[config.mk]
export PLATFORM = sky130hd
export DESIGN_NAME = main_control_fsm
export DESIGN_NICKNAME = d
export VERILOG_FILES = /design/src/rtl/main_control_fsm.sv
export SDC_FILE = /design/constraint.sdc
export NUM_CORES = 1
export LEC_CHECK = 0
export BUFFER_PORTS_ARGS = -buffer_cell sky130_fd_sc_hd__buf_4
export CAP_MARGIN = 20
export CORE_UTILIZATION = 39
export DETAILED_ROUTE_END_ITERATION = 8
export PLACE_DENSITY = 0.68
export SETUP_SLACK_MARGIN = 0.2
export SLEW_MARGIN = 30
export SYNTH_ARGS = -nofsm -noshare
export SYNTH_HDL_FRONTEND = slang
export SYNTH_SLANG_ARGS = --single-unit
[constraint.sdc]
create_clock -name clk -period 1.5 [get_ports clk]
set_clock_uncertainty 0.15 [all_clocks]
set_input_delay 0.45 -clock clk [delete_from_list [all_inputs] [get_ports clk]]
set_output_delay 0.45 -clock clk [all_outputs]
set_load 0.02 [all_outputs]
[src/rtl/main_control_fsm.sv]
// main_control_fsm: multicycle MIPS-style main controller; Moore outputs decoded from the state register.
// Define MAIN_CONTROL_BNE_EN to add the BNEQ state for opcode 000101 (otherwise that opcode is illegal).
module main_control_fsm (
    input  logic       clk,
    input  logic       rst_n,
    input  logic [5:0] opcode,
    input  logic       zero,
    output logic       mem_write,
    output logic       ir_write,
    output logic       reg_write,
    output logic       iord,
    output logic       reg_dst,
    output logic       mem_to_reg,
    output logic       alu_src_a,
    output logic [1:0] alu_src_b,
    output logic [1:0] pc_src,
    output logic [1:0] alu_op,
    output logic       pc_en,
    output logic       illegal_op,
    output logic       instr_done
);

    // state   | meaning
    // IDLE    | post-reset, all outputs low
    // FETCH   | load IR, PC <= PC + 4
    // DECODE  | register read, branch target computed, opcode dispatched
    // MEMADR  | lw/sw effective address
    // MEMRD   | lw data memory read
    // MEMWB   | lw register write-back
    // MEMWR   | sw data memory write
    // EXECUTE | R-type ALU operation
    // ALUWB   | R-type register write-back
    // BRANCH  | beq compare, PC <= target when zero
    // JUMP    | PC <= jump target
    // ADDIEX  | addi ALU operation
    // ADDIWB  | addi register write-back
    // BNEQ    | bne compare, PC <= target when not zero (optional)
    localparam logic [3:0] S_IDLE    = 4'd0;
    localparam logic [3:0] S_FETCH   = 4'd1;
    localparam logic [3:0] S_DECODE  = 4'd2;
    localparam logic [3:0] S_MEMADR  = 4'd3;
    localparam logic [3:0] S_MEMRD   = 4'd4;
    localparam logic [3:0] S_MEMWB   = 4'd5;
    localparam logic [3:0] S_MEMWR   = 4'd6;
    localparam logic [3:0] S_EXECUTE = 4'd7;
    localparam logic [3:0] S_ALUWB   = 4'd8;
    localparam logic [3:0] S_BRANCH  = 4'd9;
    localparam logic [3:0] S_JUMP    = 4'd10;
    localparam logic [3:0] S_ADDIEX  = 4'd11;
    localparam logic [3:0] S_ADDIWB  = 4'd12;
`ifdef MAIN_CONTROL_BNE_EN
    localparam logic [3:0] S_BNEQ    = 4'd13;
`endif

    localparam logic [5:0] OP_RTYPE = 6'b000000;
    localparam logic [5:0] OP_J     = 6'b000010;
    localparam logic [5:0] OP_BEQ   = 6'b000100;
    localparam logic [5:0] OP_ADDI  = 6'b001000;
    localparam logic [5:0] OP_LW    = 6'b100011;
    localparam logic [5:0] OP_SW    = 6'b101011;
`ifdef MAIN_CONTROL_BNE_EN
    localparam logic [5:0] OP_BNE   = 6'b000101;
`endif

    logic [3:0] state_q, state_d;
    logic       is_sw_q, is_sw_d;
    logic       illegal_q, illegal_d;
    logic       pc_write;
    logic       branch;
`ifdef MAIN_CONTROL_BNE_EN
    logic       branch_ne;
`endif

    always_ff @(posedge clk or negedge rst_n) begin
        if (!rst_n) begin
            state_q   <= S_IDLE;
            is_sw_q   <= 1'b0;
            illegal_q <= 1'b0;
        end else begin
            state_q   <= state_d;
            is_sw_q   <= is_sw_d;
            illegal_q <= illegal_d;
        end
    end

    always_comb begin
        state_d   = state_q;
        is_sw_d   = is_sw_q;
        illegal_d = 1'b0;
        case (state_q)
            S_IDLE:   state_d = S_FETCH;
            S_FETCH:  state_d = S_DECODE;
            S_DECODE: begin
                is_sw_d = (opcode == OP_SW);
                case (opcode)
                    OP_LW, OP_SW: state_d = S_MEMADR;
                    OP_RTYPE:     state_d = S_EXECUTE;
                    OP_BEQ:       state_d = S_BRANCH;
                    OP_ADDI:      state_d = S_ADDIEX;
                    OP_J:         state_d = S_JUMP;
`ifdef MAIN_CONTROL_BNE_EN
                    OP_BNE:       state_d = S_BNEQ;
`endif
                    default: begin
                        state_d   = S_FETCH;
                        illegal_d = 1'b1;
                    end
                endcase
            end
            S_MEMADR:  state_d = is_sw_q ? S_MEMWR : S_MEMRD;
            S_MEMRD:   state_d = S_MEMWB;
            S_EXECUTE: state_d = S_ALUWB;
            S_ADDIEX:  state_d = S_ADDIWB;
            S_MEMWB, S_MEMWR, S_ALUWB, S_ADDIWB, S_BRANCH, S_JUMP:
                       state_d = S_FETCH;
`ifdef MAIN_CONTROL_BNE_EN
            S_BNEQ:    state_d = S_FETCH;
`endif
            default:   state_d = S_IDLE;
        endcase
    end

    // illegal_op is registered so it stays a pure state decode; it pulses in the FETCH after the bad DECODE.
    assign illegal_op = illegal_q;

    always_comb begin
        mem_write  = 1'b0;
        ir_write   = 1'b0;
        reg_write  = 1'b0;
        iord       = 1'b0;
        reg_dst    = 1'b0;
        mem_to_reg = 1'b0;
        alu_src_a  = 1'b0;
        alu_src_b  = 2'b00;
        pc_src     = 2'b00;
        alu_op     = 2'b00;
        pc_write   = 1'b0;
        branch     = 1'b0;
        instr_done = 1'b0;
`ifdef MAIN_CONTROL_BNE_EN
        branch_ne  = 1'b0;
`endif
        case (state_q)
            S_FETCH: begin
                ir_write  = 1'b1;
                alu_src_b = 2'b01;
                pc_write  = 1'b1;
            end
            S_DECODE: alu_src_b = 2'b10;
            S_MEMADR, S_ADDIEX: begin
                alu_src_a = 1'b1;
                alu_src_b = 2'b10;
            end
            S_MEMRD: iord = 1'b1;
            S_MEMWB: begin
                reg_write  = 1'b1;
                mem_to_reg = 1'b1;
                instr_done = 1'b1;
            end
            S_MEMWR: begin
                iord       = 1'b1;
                mem_write  = 1'b1;
                instr_done = 1'b1;
            end
            S_EXECUTE: begin
                alu_src_a = 1'b1;
                alu_op    = 2'b10;
            end
            S_ALUWB: begin
                reg_write  = 1'b1;
                reg_dst    = 1'b1;
                instr_done = 1'b1;
            end
            S_ADDIWB: begin
                reg_write  = 1'b1;
                instr_done = 1'b1;
            end
            S_BRANCH: begin
                alu_src_a  = 1'b1;
                alu_op     = 2'b01;
                pc_src     = 2'b01;
                branch     = 1'b1;
                instr_done = 1'b1;
            end
`ifdef MAIN_CONTROL_BNE_EN
            S_BNEQ: begin
                alu_src_a  = 1'b1;
                alu_op     = 2'b01;
                pc_src     = 2'b01;
                branch_ne  = 1'b1;
                instr_done = 1'b1;
            end
`endif
            S_JUMP: begin
                pc_src     = 2'b10;
                pc_write   = 1'b1;
                instr_done = 1'b1;
            end
            default: ;
        endcase
    end

    // zero feeds pc_en combinationally so the branch resolves in the same cycle as the compare.
`ifdef MAIN_CONTROL_BNE_EN
    assign pc_en = pc_write | (branch & zero) | (branch_ne & ~zero);
`else
    assign pc_en = pc_write | (branch & zero);
`endif

endmodule

==> metrics, run 1 <==
status=stopped before the end; Failed at=global routing (5_1_grt); error msg=[ERROR DPL-0038] Utilization greater than 100%, impossible to legalize; YS warnings=0; synth top area cells=dfrtp_1 (28%), nor2_1 (8.5%), nand2_1 (5.7%); Cell Area, Synth=approximately 530 um^2; pre-CTS WS=-0.180 ns; syn_nets=83; Post-DP HPWL=1530 um; worst endpoint type=primary output; Synth Area in XOR/XNOR=roughly 1.7%; most used flip-flop cell after synthesis=dfrtp_1; Synth Register Bits=6; CTS Buf Count=3; Area after DPL=just over 900 um^2; Max clock buf depth=2; simple logic cell fraction of the synthesized area=a little under a third; I/O pin count=25; Mapped Cells=74; starting density of the core=44.5%; mux contribution to synthesized area=0%; root buf cell=clkbuf_4; synth unique cells=30; I/O Buffers=24; fraction of registers with async set or reset after synthesis=100%; clock sinks=6; mean post-synth cell area=around 7 um^2; Synth Area in Compound Gates=a little over a quarter; CTS H-tree depth=1; pin count of the biggest net entering global routing=9; cell taking the most area after synthesis=dfrtp_1; die extent in x=38.8 um; worst_ep grt=instr_done; largest family of logic cells by synthesized area=simple AND/OR/NAND/NOR gates; area share of fa/ha/maj cells after synthesis=0%; GP Congestion=0.863; sequential share of the synthesized area=28.4%; top cell type's share of synthesized area=between 20 and 30%; num rows=12; DIE HEIGHT=between 30 and 40 um; Post-synth EDFFs=0
==> kinds of logic after synthesis <==
| group | after synthesis |
|---|---|
| AND/OR/NAND/NOR | 34 |
| XOR/XNOR | 1 |
| flip-flops | 6 |
| buffers and inverters | 11 |
| AO/OA/AOI/OAI | 22 |
==> timing repair <==
| action | 4_1_cts |
|---|---|
| gates resized for setup | 27 |
| pin swaps | 9 |
| buffers inserted | 5 |
| hold endpoints to repair | 6 |
| setup endpoints to repair | 21 |
| gates cloned | 0 |
| hold buffers | 1 |
==> cells in the mapped netlist, drive strengths merged (2+ instances only) <==
cell    number
a21oi        3
a31oi        2
buf          5
clkbuf       2
dfrtp        6
inv          4
nand2        8
nand2b       3
nor2        12
nor2b        2
nor3         3
nor4         2
o211ai       2
o21ai        8
==> metrics by stage <==
| step | setup TNS (ns) | hold slack, ns | instances |
|---|---|---|---|
| floorplan | -1.69 | 0.00441 | 74 |
| global placement | -1.81 | 0.107 | 129 |
| CTS | -5.21 | 0.370 | 138 |
| detailed placement | -2.50 | 0.110 | 129 |
==> run 2: changes to the inputs <==
Settings changed: CORE_AREA from default to 2 2 63 65, CORE_UTILIZATION 39 to default, DIE_AREA from default to 0 0 65 67, PLACE_DENSITY 0.68 to default, PLACE_DENSITY_LB_ADDON from default to 0.15, SETUP_SLACK_MARGIN 0.2 to default.
Clock period 1.5 ns to 2 ns, I/O delays scaled along.
==> run 2 against run 1 <==
Against the previous run: the flow now finishes, with violations (negative setup slack); synthesized area stayed put; synthesized cell count stayed put.
==> metrics, run 2 <==
Reg with most FFs=state_q; RSZ-0062 raised after global routing=true; num rows=22 (was 12); GP Congestion=0.690 (was 0.863); Mapped Cells=74 (unchanged); vias=635; CTS Buf Count=3 (unchanged); pre-CTS WS=0.101 ns (was -0.180 ns); crit share post-route=100%; cell taking the most area after synthesis=dfrtp_1 (unchanged); Final Util=approximately 26%; most frequent cells after synthesis=nor2_1 (12), nand2_1 (8), dfrtp_1 (6) (unchanged); WS Path Type=flop to output port; commonest cells after routing, fill and taps aside=buf_4 (29), nor2_1 (11), nand2_1 (6); Remaining Overflow, GRT=0; Routed Antenna Nets=0; global-route wire length before repair=about 2600 um; full die area=4360 um^2; Cell Area, Synth=528 um^2 (unchanged); max incr delay on CP=approximately 0.42 ns; layout cells sized above 1=roughly half; YS warnings=0 (unchanged); grt met2 use=approximately an eighth; Setup crit end kind=output port; Post-CTS Hold Fix Bufs=0 (was 1); final WL=approximately 1700 um; Synth Register Bits=6 (unchanged); worst-margin pin slew=~0.37 ns; Worst path slowest cell=dfrtp_2; root buf cell=clkbuf_8 (was clkbuf_4); final hold vios=0; All-Layer GR Usage=roughly 7.8%; most common cell after layout, fill and taps aside=buf_4; count leader, synth=nor2_1 (unchanged); WL per Instance=~11 um; Pwr Density=between 1000 and 1500 nW/um^2; Max Slew Vio Count=0; Peak VDD IR=280 uV; most used flip-flop cell after synthesis=dfrtp_1 (unchanged); DIE HEIGHT=67 um (was 38.8 um); met3 Use GR=under 10%; sequential share of the synthesized area=28.4% (unchanged); fin area=between 900 and 1000 um^2; Tmin final=approximately 2.0 ns; synth top area cells=dfrtp_1 (28%), nor2_1 (8.5%), nand2_1 (5.7%) (unchanged); top cell type's share of synthesized area=28.4% (unchanged); crit-path max FO=6; reg2reg setup slack=roughly 0.3 ns; Setup violations, final=1; status=complete, but fails checks (was stopped before the end); mean post-synth cell area=7.14 um^2 (unchanged); CTS tree=built; Startpoint Class=flop; fin nets=around 120; I/O pin count=25 (unchanged); Fin Hold WS=approximately 0.031 ns; GR peak layer=met2; drt drc=0; WP data arrival=about 1.3 ns; FF-to-FF Start=state_q[0]$_DFF_PN0_; critical-path cell list=buf_6 > o21ai_1 > o2bb2ai_1 > a31oi_1 > buf_4; n_diodes=0; clock sinks=6 (unchanged); core area=roughly 3600 um^2; Post-synth EDFFs=0 (unchanged); FMAX=between 400 and 500 MHz; Skew-Pair Late Insertion Delay=between 0.2 and 0.25 ns; initial antenna violation count=0; Worst Setup Slack, final=-0.00546 ns; max reg flops=4; violated checks=negative setup slack; initial DRC count=24; critical path's top delay family=flip-flops; fraction of registers with async set or reset after synthesis=100% (unchanged); leakage=0.000401 uW; r2r endpoint=illegal_op$_DFF_PN0_; starting density of the core=14.6% (was 44.5%); pin count of the biggest net entering global routing=13; die extent in x=65 um (was 38.8 um); Worst Path Required=1.25 ns; slew margin rel.=between 70 and 80%; MaxCap Viol Count=0; DR vias/cell=roughly 4.2; GR Util met1=10.0%; Area after DPL=776 um^2 (was 930 um^2); Area Growth Syn to Fin=75.4%; worst hold path type=primary input to asynchronous set/reset pin; Max clock buf depth=2 (unchanged); CTS H-tree depth=1 (unchanged); worst path bufs/invs=2; syn_nets=83 (unchanged); DR pass1 iterations=4; vias in the first global route=roughly 590; I/O Buffers=24 (unchanged); Post-DP HPWL=1300 um (was 1530 um); CTS clock-pin slew for the worst setup and hold paths=0.03 ns; synth unique cells=30 (unchanged); Reg2Reg Depth=3
## run 2: kinds of logic (layout without fill, tap and decap cells)
| group | Yosys count | count (layout) | share of synthesized area, % |
|---|---|---|---|
| compound gates | 22 | 22 | 27.0 |
| flops | 6 | 6 | 28.4 |
| xor+xnor | 1 | 1 | 1.66 |
| buf+inv | 11 | 41 | 11.1 |
| simple gates | 34 | 34 | 31.8 |
## run 2: worst max path at each step
| stage | start | to | slack, ns | cells after the start |
|---|---|---|---|---|
| 4_1_cts | state_q[0]$_DFF_PN0_ | instr_done | -0.02 | 4 |
| 6_report | state_q[2]$_DFF_PN0_ | instr_done | -0.005 | 5 |
| 3_5_place_dp | state_q[3]$_DFF_PN0_ | pc_en | 0.10 | 4 |
| 5_1_grt | state_q[3]$_DFF_PN0_ | instr_done | -0.06 | 4 |
| 2_1_floorplan | state_q[1]$_DFF_PN0_ | instr_done | 0.01 | 4 |
| 3_3_place_gp | state_q[3]$_DFF_PN0_ | pc_en | 0.08 | 4 |
## run 2: what timing repair did
action / 4_1_cts / 5_1_grt
setup endpoints to repair: 10 / 11
pin swaps: 0 / 6
gates resized for setup: 6 / 17
buffers inserted: 0 / 6
endpoints found under the hold margin: 0 / 0
## run 2: layout make-up
class / count / area [um^2]
fill: 401 / 2680
multi-input combinational: 57 / 373
timing repair buffer: 34 / 283
sequential: 6 / 154
tap: 48 / 60.1
clock buffer: 3 / 41.3
inverter: 4 / 15.0
## run 2: layer usage
layer	part of all wire, %	vias up
li1	-	321
met1	46	289
met2	47	23
met3	6.0	2
met4	1.2	0
met5	0	-
## run 2: report_power, final
group | internal [uW] | switching (uW) | leakage [uW] | total, uW
combinational | 397 | 439 | 0.000304 | 836
sequential | 165 | 77.1 | 0.0000748 | 242
clock | 129 | 46.4 | 0.0000216 | 175
## run 2: worst reg2reg max path, delay by kind of cell, from the launching register on
family        cells  cell delay (ns)
simple gates      2             0.79
buf+inv           1             0.20
flops             1             0.50
## run 2: through the flow
| step | power, uW | setup TNS (ns) | instances |
|---|---|---|---|
| 2_1_floorplan | 708 | 0 | 74 |
| 3_3_place_gp | 934 | 0 | 143 |
| 3_5_place_dp | 929 | 0 | 143 |
| 4_1_cts | 1130 | -0.0248 | 146 |
| 5_1_grt | 1350 | -0.282 | 152 |
| 6_report | 1250 | -0.00546 | 152 |
Power figures use the tool's default switching activity.
==> run 3: changes to the inputs <==
Settings changed: BUFFER_PORTS_ARGS -buffer_cell sky130_fd_sc_hd__buf_4 to -buffer_cell sky130_fd_sc_hd__buf_2.
==> run 3 against run 2 <==
Against the previous run: the flow now finishes without violations; first-iteration DRC count fell by 29%; sequential cell count is the same; combinational power down 7.8%; worst hold slack better by 0.0050 ns; power shrank 3.8%; maximum frequency rose by 0.99%; non-clock buffer count is 3 higher; via count down 1.3%; critical path depth is 1 lower; clock power is 7% higher; routed wire length down 0.53%.
==> metrics, run 3 (synthesis gave the netlist of run 2 again) <==
Post-CTS Hold Fix Bufs=0 (unchanged); DIE HEIGHT=67 um (unchanged); Max Slew Vio Count=0 (unchanged); Reg with most FFs=state_q (unchanged); GP Congestion=0.694 (was 0.690); drt drc=0 (unchanged); clock sinks=6 (unchanged); slew margin rel.=75.6% (was 75.3%); final hold vios=0 (unchanged); crit share post-route=99.3% (was 100%); FMAX=504 MHz (was 499 MHz); Levels on crit path=4 (was 5); CTS H-tree depth=1 (unchanged); num rows=22 (unchanged); full die area=4360 um^2 (unchanged); RSZ-0062 raised after global routing=true (unchanged); Setup violations, final=0 (was 1); All-Layer GR Usage=8.41% (was 7.85%); pin count of the biggest net entering global routing=11 (was 13); Setup crit end kind=output port (unchanged); critical path's top delay family=flip-flops (unchanged); Reg2Reg Depth=4 (was 3); DR pass1 iterations=2 (was 4); layout cells sized above 1=49.5% (was 51.9%); Worst Path Required=1.25 ns (about the same); die extent in x=65 um (unchanged); core area=3610 um^2 (unchanged); max incr delay on CP=0.45 ns (was 0.42 ns); leakage=0.000401 uW (about the same); GR peak layer=met2 (unchanged); starting density of the core=14.6% (unchanged); Post-DP HPWL=1260 um (was 1300 um); fin nets=118 (was 115); Pwr Density=1380 nW/um^2 (was 1350 nW/um^2); Max clock buf depth=2 (unchanged); fillers=404 (was 401); Startpoint Class=flop (unchanged); CTS clock-pin slew for the worst setup and hold paths=0.04 ns (was 0.03 ns); DR vias/cell=4.05 (was 4.18); root buf cell=clkbuf_8 (unchanged); WS Path Type=flop to output port (unchanged); initial antenna violation count=0 (unchanged); WP data arrival=1.24 ns (was 1.26 ns); GR Util met1=10.6% (was 10.0%); Peak VDD IR=238 uV (was 280 uV); crit-path max FO=6 (unchanged); CTS Buf Count=3 (unchanged); global-route wire length before repair=2850 um (was 2640 um); status=completed (was complete, but fails checks); Tmin final=1.99 ns (was 2.01 ns); Area Growth Syn to Fin=64.9% (was 75.4%); I/O Buffers=24 (unchanged); met3 Use GR=1.69% (was 2.03%); MaxCap Viol Count=0 (unchanged); vias in the first global route=636 (was 594); final WL=1680 um (was 1690 um); WL per Instance=10.8 um (was 11.1 um); setup TNS=0 ns (was -0.00546 ns); vias=627 (was 635); Area after DPL=723 um^2 (was 776 um^2); commonest cells after routing, fill and taps aside=buf_2 (18), buf_4 (18), nor2_1 (11) (was buf_4 (29), nor2_1 (11), nand2_1 (6)); critical-path cell list=inv_4 > nand2_2 > nor3_4 > buf_4 (was buf_6 > o21ai_1 > o2bb2ai_1 > a31oi_1 > buf_4); CTS tree=built (unchanged); worst-margin pin slew=0.363 ns (was 0.367 ns); fin area=871 um^2 (was 926 um^2); initial DRC count=17 (was 24); Worst path slowest cell=dfrtp_2 (unchanged); n_diodes=0 (unchanged); I/O pin count=25 (unchanged); worst path bufs/invs=2 (unchanged); Power, Total=1210 uW (was 1250 uW); max reg flops=4 (unchanged); worst hold path type=primary input to asynchronous set/reset pin (unchanged); Routed Antenna Nets=0 (unchanged); Skew-Pair Late Insertion Delay=0.23 ns (was 0.22 ns); Remaining Overflow, GRT=0 (unchanged); grt met2 use=12.9% (was 12.1%)
[run 3: cell count changes in the layout (fill, tap and decap cells not counted), moves of 2 or more]
cell     change
buf_2       +18
buf_6        -3
a21oi_1      +2
o21ai_0      +2
a21oi_2      -2
buf_4       -11
inv_2        -2
o21ai_1      -2
[run 3: worst register-to-register path: cells and delay by family (launching register included)]
kind	cells	cell delay, ns
simple gates	2	0.78
flops	1	0.48
buf+inv	2	0.30
[run 3: repair_timing]
action                                  4_1_cts  5_1_grt
setup buffers                                 7        1
resized for setup                             9        8
endpoints found under the setup margin       13        9
[run 3: final timing paths]
kind	start	endpoint	slack [ns]
worst max-delay path	state_q[1]$_DFF_PN0_	alu_src_b[0]	0.01
worst min-delay path	rst_n	is_sw_q$_DFFE_PN0P_	0.04
max in group asynchronous	rst_n	state_q[2]$_DFF_PN0_	1.50
worst max register to register	state_q[0]$_DFF_PN0_	illegal_op$_DFF_PN0_	0.22
min in group clk	is_sw_q$_DFFE_PN0P_	is_sw_q$_DFFE_PN0P_	0.34
worst min register to register	is_sw_q$_DFFE_PN0P_	is_sw_q$_DFFE_PN0P_	0.34
[run 3: area by class of cell]
cell class / count / area [um^2] / share of cell area (%)
Clock buffer: 3 / 41.3 / 4.74
Inverter: 4 / 17.5 / 2.01
Multi-Input combinational cell: 57 / 360 / 41.4
Sequential cell: 6 / 155 / 17.8
Tap cell: 48 / 60.1 / 6.90
Timing Repair Buffer: 37 / 236 / 27.2
[run 3: power by group]
group / leakage, uW / switching [uW] / internal [uW] / total, uW
Clock: 0.0000216 / 58.2 / 130 / 188
Combinational: 0.000306 / 412 / 359 / 771
Sequential: 0.0000735 / 79.3 / 167 / 246
Total: 0.000401 / 550 / 655 / 1210
[run 3: metal layers]
layer | vias up | wire length [um]
met5 | - | 0
met4 | 0 | 35
met3 | 4 | 115
met2 | 23 | 723
met1 | 273 | 804
li1 | 327 | -
[run 3: per-stage QoR]
step | utilization [%] | instances | hold WS, ns | worst slack, ns
after global placement | 20.1 | 144 | 0.280 | 0.120
after floorplan | - | 74 | 0.154 | 0.0125
final | 24.1 | 155 | 0.0362 | 0.0142
after global routing | 24.1 | 155 | 0.0480 | -0.0572
after detailed placement | 20.1 | 144 | 0.281 | 0.0583
after CTS | 23.3 | 154 | 0.0395 | 0.000844
==> run 4: changes to the inputs <==
Settings changed: CTS_BUF_LIST from default to sky130_fd_sc_hd__clkbuf_4.
==> run 4 against run 3 <==
Against the previous run: via count increased by 0.48%; sequential power increased by 2%; global-route usage decreased by 0.071 points; first-iteration DRC count decreased by 12%; the flow now finishes with violations (negative setup slack); cell count decreased by 0.65%; critical path depth unchanged; worst hold slack got worse by 0.016 ns; combinational power increased by 0.5%; maximum frequency decreased by 1.7%; worst setup slack got worse by 0.034 ns; largest cell class unchanged.
==> metrics, run 4 (synthesis gave the netlist of run 2 again) <==
status=complete, but fails checks (was completed); violated checks=negative setup slack; crit share post-route=101% (was 99.3%); DR pass1 iterations=4 (was 2); critical path's top delay family=flip-flops (unchanged); WS Path Type=flop to output port (unchanged); Setup crit end kind=output port (unchanged); leakage=0.000390 uW (was 0.000401 uW); MaxCap Viol Count=0 (unchanged); reg2reg setup slack=0.33 ns (was 0.22 ns); DIE HEIGHT=67 um (unchanged); initial antenna violation count=0 (unchanged); max incr delay on CP=0.49 ns (was 0.45 ns); global-route wire length before repair=2860 um (was 2850 um); FMAX=495 MHz (was 504 MHz); commonest cells after routing, fill and taps aside=buf_2 (18), buf_4 (15), nor2_1 (11) (was buf_2 (18), buf_4 (18), nor2_1 (11)); setup TNS=-0.0286 ns (was 0 ns); Worst path slowest cell=dfrtp_2 (unchanged); multi-input logic area=363 um^2 (was 360 um^2); Remaining Overflow, GRT=0 (unchanged); FF-to-FF Start=state_q[0]$_DFF_PN0_ (unchanged); CTS Buf Count=3 (unchanged); die extent in x=65 um (unchanged); pin count of the biggest net entering global routing=11 (unchanged); Sequential Area=155 um^2 (unchanged); I/O Buffers=24 (unchanged); Comb power frac=68.2% (was 64.0%); GP Congestion=0.694 (unchanged); Max clock buf depth=2 (unchanged); slew margin rel.=75.7% (was 75.6%); most common cell after layout, fill and taps aside=buf_2; Cell Int Power=596 uW (was 655 uW); Peak VDD IR=274 uV (was 238 uV); core area=3610 um^2 (unchanged); drt drc=0 (unchanged); fin area=855 um^2 (was 871 um^2); CTS tree=built (unchanged); full die area=4360 um^2 (unchanged); Post-DP HPWL=1260 um (unchanged); I/O pin count=25 (unchanged); fillers=404 (unchanged); initial DRC count=15 (was 17); Reg with most FFs=state_q (unchanged); WL per Instance=10.7 um (was 10.8 um); root buf cell=clkbuf_4 (was clkbuf_8); Setup violations, final=2 (was 0); starting density of the core=14.6% (unchanged); final WL=1650 um (was 1680 um); worst hold path type=primary input to asynchronous set/reset pin (unchanged); fin nets=117 (was 118); Routed Antenna Nets=0 (unchanged); Worst Setup Slack, final=-0.0196 ns (was 0.0142 ns); Power, Total=1140 uW (was 1210 uW); worst-margin pin slew=0.362 ns (was 0.363 ns); crit-path max FO=10 (was 6); Reg2Reg Depth=3 (was 4); Startpoint Class=flop (unchanged); Fin Hold WS=0.0206 ns (was 0.0362 ns); n_diodes=0 (unchanged); Area after DPL=723 um^2 (unchanged); Sw Share=47.6% (was 45.6%); num rows=22 (unchanged); clock share of power=9.7% (was 15.6%); final hold vios=0 (unchanged); clock sinks=6 (unchanged); Worst Path Required=1.25 ns (about the same); Seq pwr share=22.1% (was 20.4%); pre-CTS WS=0.0583 ns (unchanged); CTS H-tree depth=1 (unchanged); WP data arrival=1.27 ns (was 1.24 ns); Pwr Density=1330 nW/um^2 (was 1380 nW/um^2); Area Growth Syn to Fin=61.8% (was 64.9%); layout cells sized above 1=49.1% (was 49.5%); vias in the first global route=633 (was 636); DR vias/cell=4.09 (was 4.05); All-Layer GR Usage=8.34% (was 8.41%); max reg flops=4 (unchanged); RSZ-0062 raised after global routing=true (unchanged); r2r endpoint=illegal_op$_DFF_PN0_ (unchanged); Max Slew Vio Count=0 (unchanged); Skew-Pair Late Insertion Delay=0.24 ns (was 0.23 ns); critical-path cell list=o21ai_0 > o2bb2ai_1 > a31oi_1 > buf_4 (was inv_4 > nand2_2 > nor3_4 > buf_4); worst path bufs/invs=1 (was 2); CTS clock-pin slew for the worst setup and hold paths=0.05 ns (was 0.04 ns); Psw=541 uW (was 550 uW); vias=630 (was 627); Tmin final=2.02 ns (was 1.99 ns)
run 4: cell types whose count changed in the layout (fill, tap and decap cells not counted), moves of 2 or more:
cell,before,now
clkbuf_8,3,0
clkbuf_4,0,3
buf_6,1,3
buf_4,18,15
run 4: power by group through the flow:
stage          logic [uW]  clock network [uW]  registers, uW
6_report              775                 110            251
5_1_grt               852                 127            261
4_1_cts               751                 117            243
3_5_place_dp          630                   0            240
3_3_place_gp          638                   0            241
2_1_floorplan         520                   0            187
run 4: how the worst max path moves through the flow:
stage | depth (start not counted) | startpoint | end | slack (ns)
floorplan | 4 | state_q[1]$_DFF_PN0_ | instr_done | 0.01
global placement | 4 | state_q[3]$_DFF_PN0_ | pc_en | 0.12
detailed placement | 4 | state_q[3]$_DFF_PN0_ | pc_en | 0.06
CTS | 4 | state_q[0]$_DFF_PN0_ | instr_done | -0.03
global route | 3 | state_q[2]$_DFF_PN0_ | reg_dst | -0.09
finish | 4 | state_q[0]$_DFF_PN0_ | instr_done | -0.02
run 4: final cells by class:
class	count	area share (%)
Multi-Input combinational cell	57	42.5
Sequential cell	6	18.2
Inverter	4	2.05
Timing Repair Buffer	36	27.7
Tap cell	48	7.03
Clock buffer	3	2.64
run 4: timing repair:
item	in CTS	in global routing
hold buffers	0	0
setup endpoints to repair	14	15
setup buffers	6	1
resized for setup	12	8
pin swaps	0	2
run 4: routing by layer:
metal / GRT usage [%] / wire (um)
met5: 0 / 0
met4: 4.79 / 19
met3: 1.69 / 111
met2: 12.8 / 722
met1: 10.8 / 791
run 4: through the flow:
step / utilization [%] / std cells
global placement: 20.1 / 144
global route: 23.7 / 154
detailed placement: 20.1 / 144
finish: 23.7 / 154
CTS: 22.9 / 153
floorplan: - / 74
run 4: worst reg2reg max path, stage by stage (launching register included):
cell and delay (ns):
dfrtp_2 0.49, buf_4 0.19, or4b_4 0.55, and3b_1 0.23
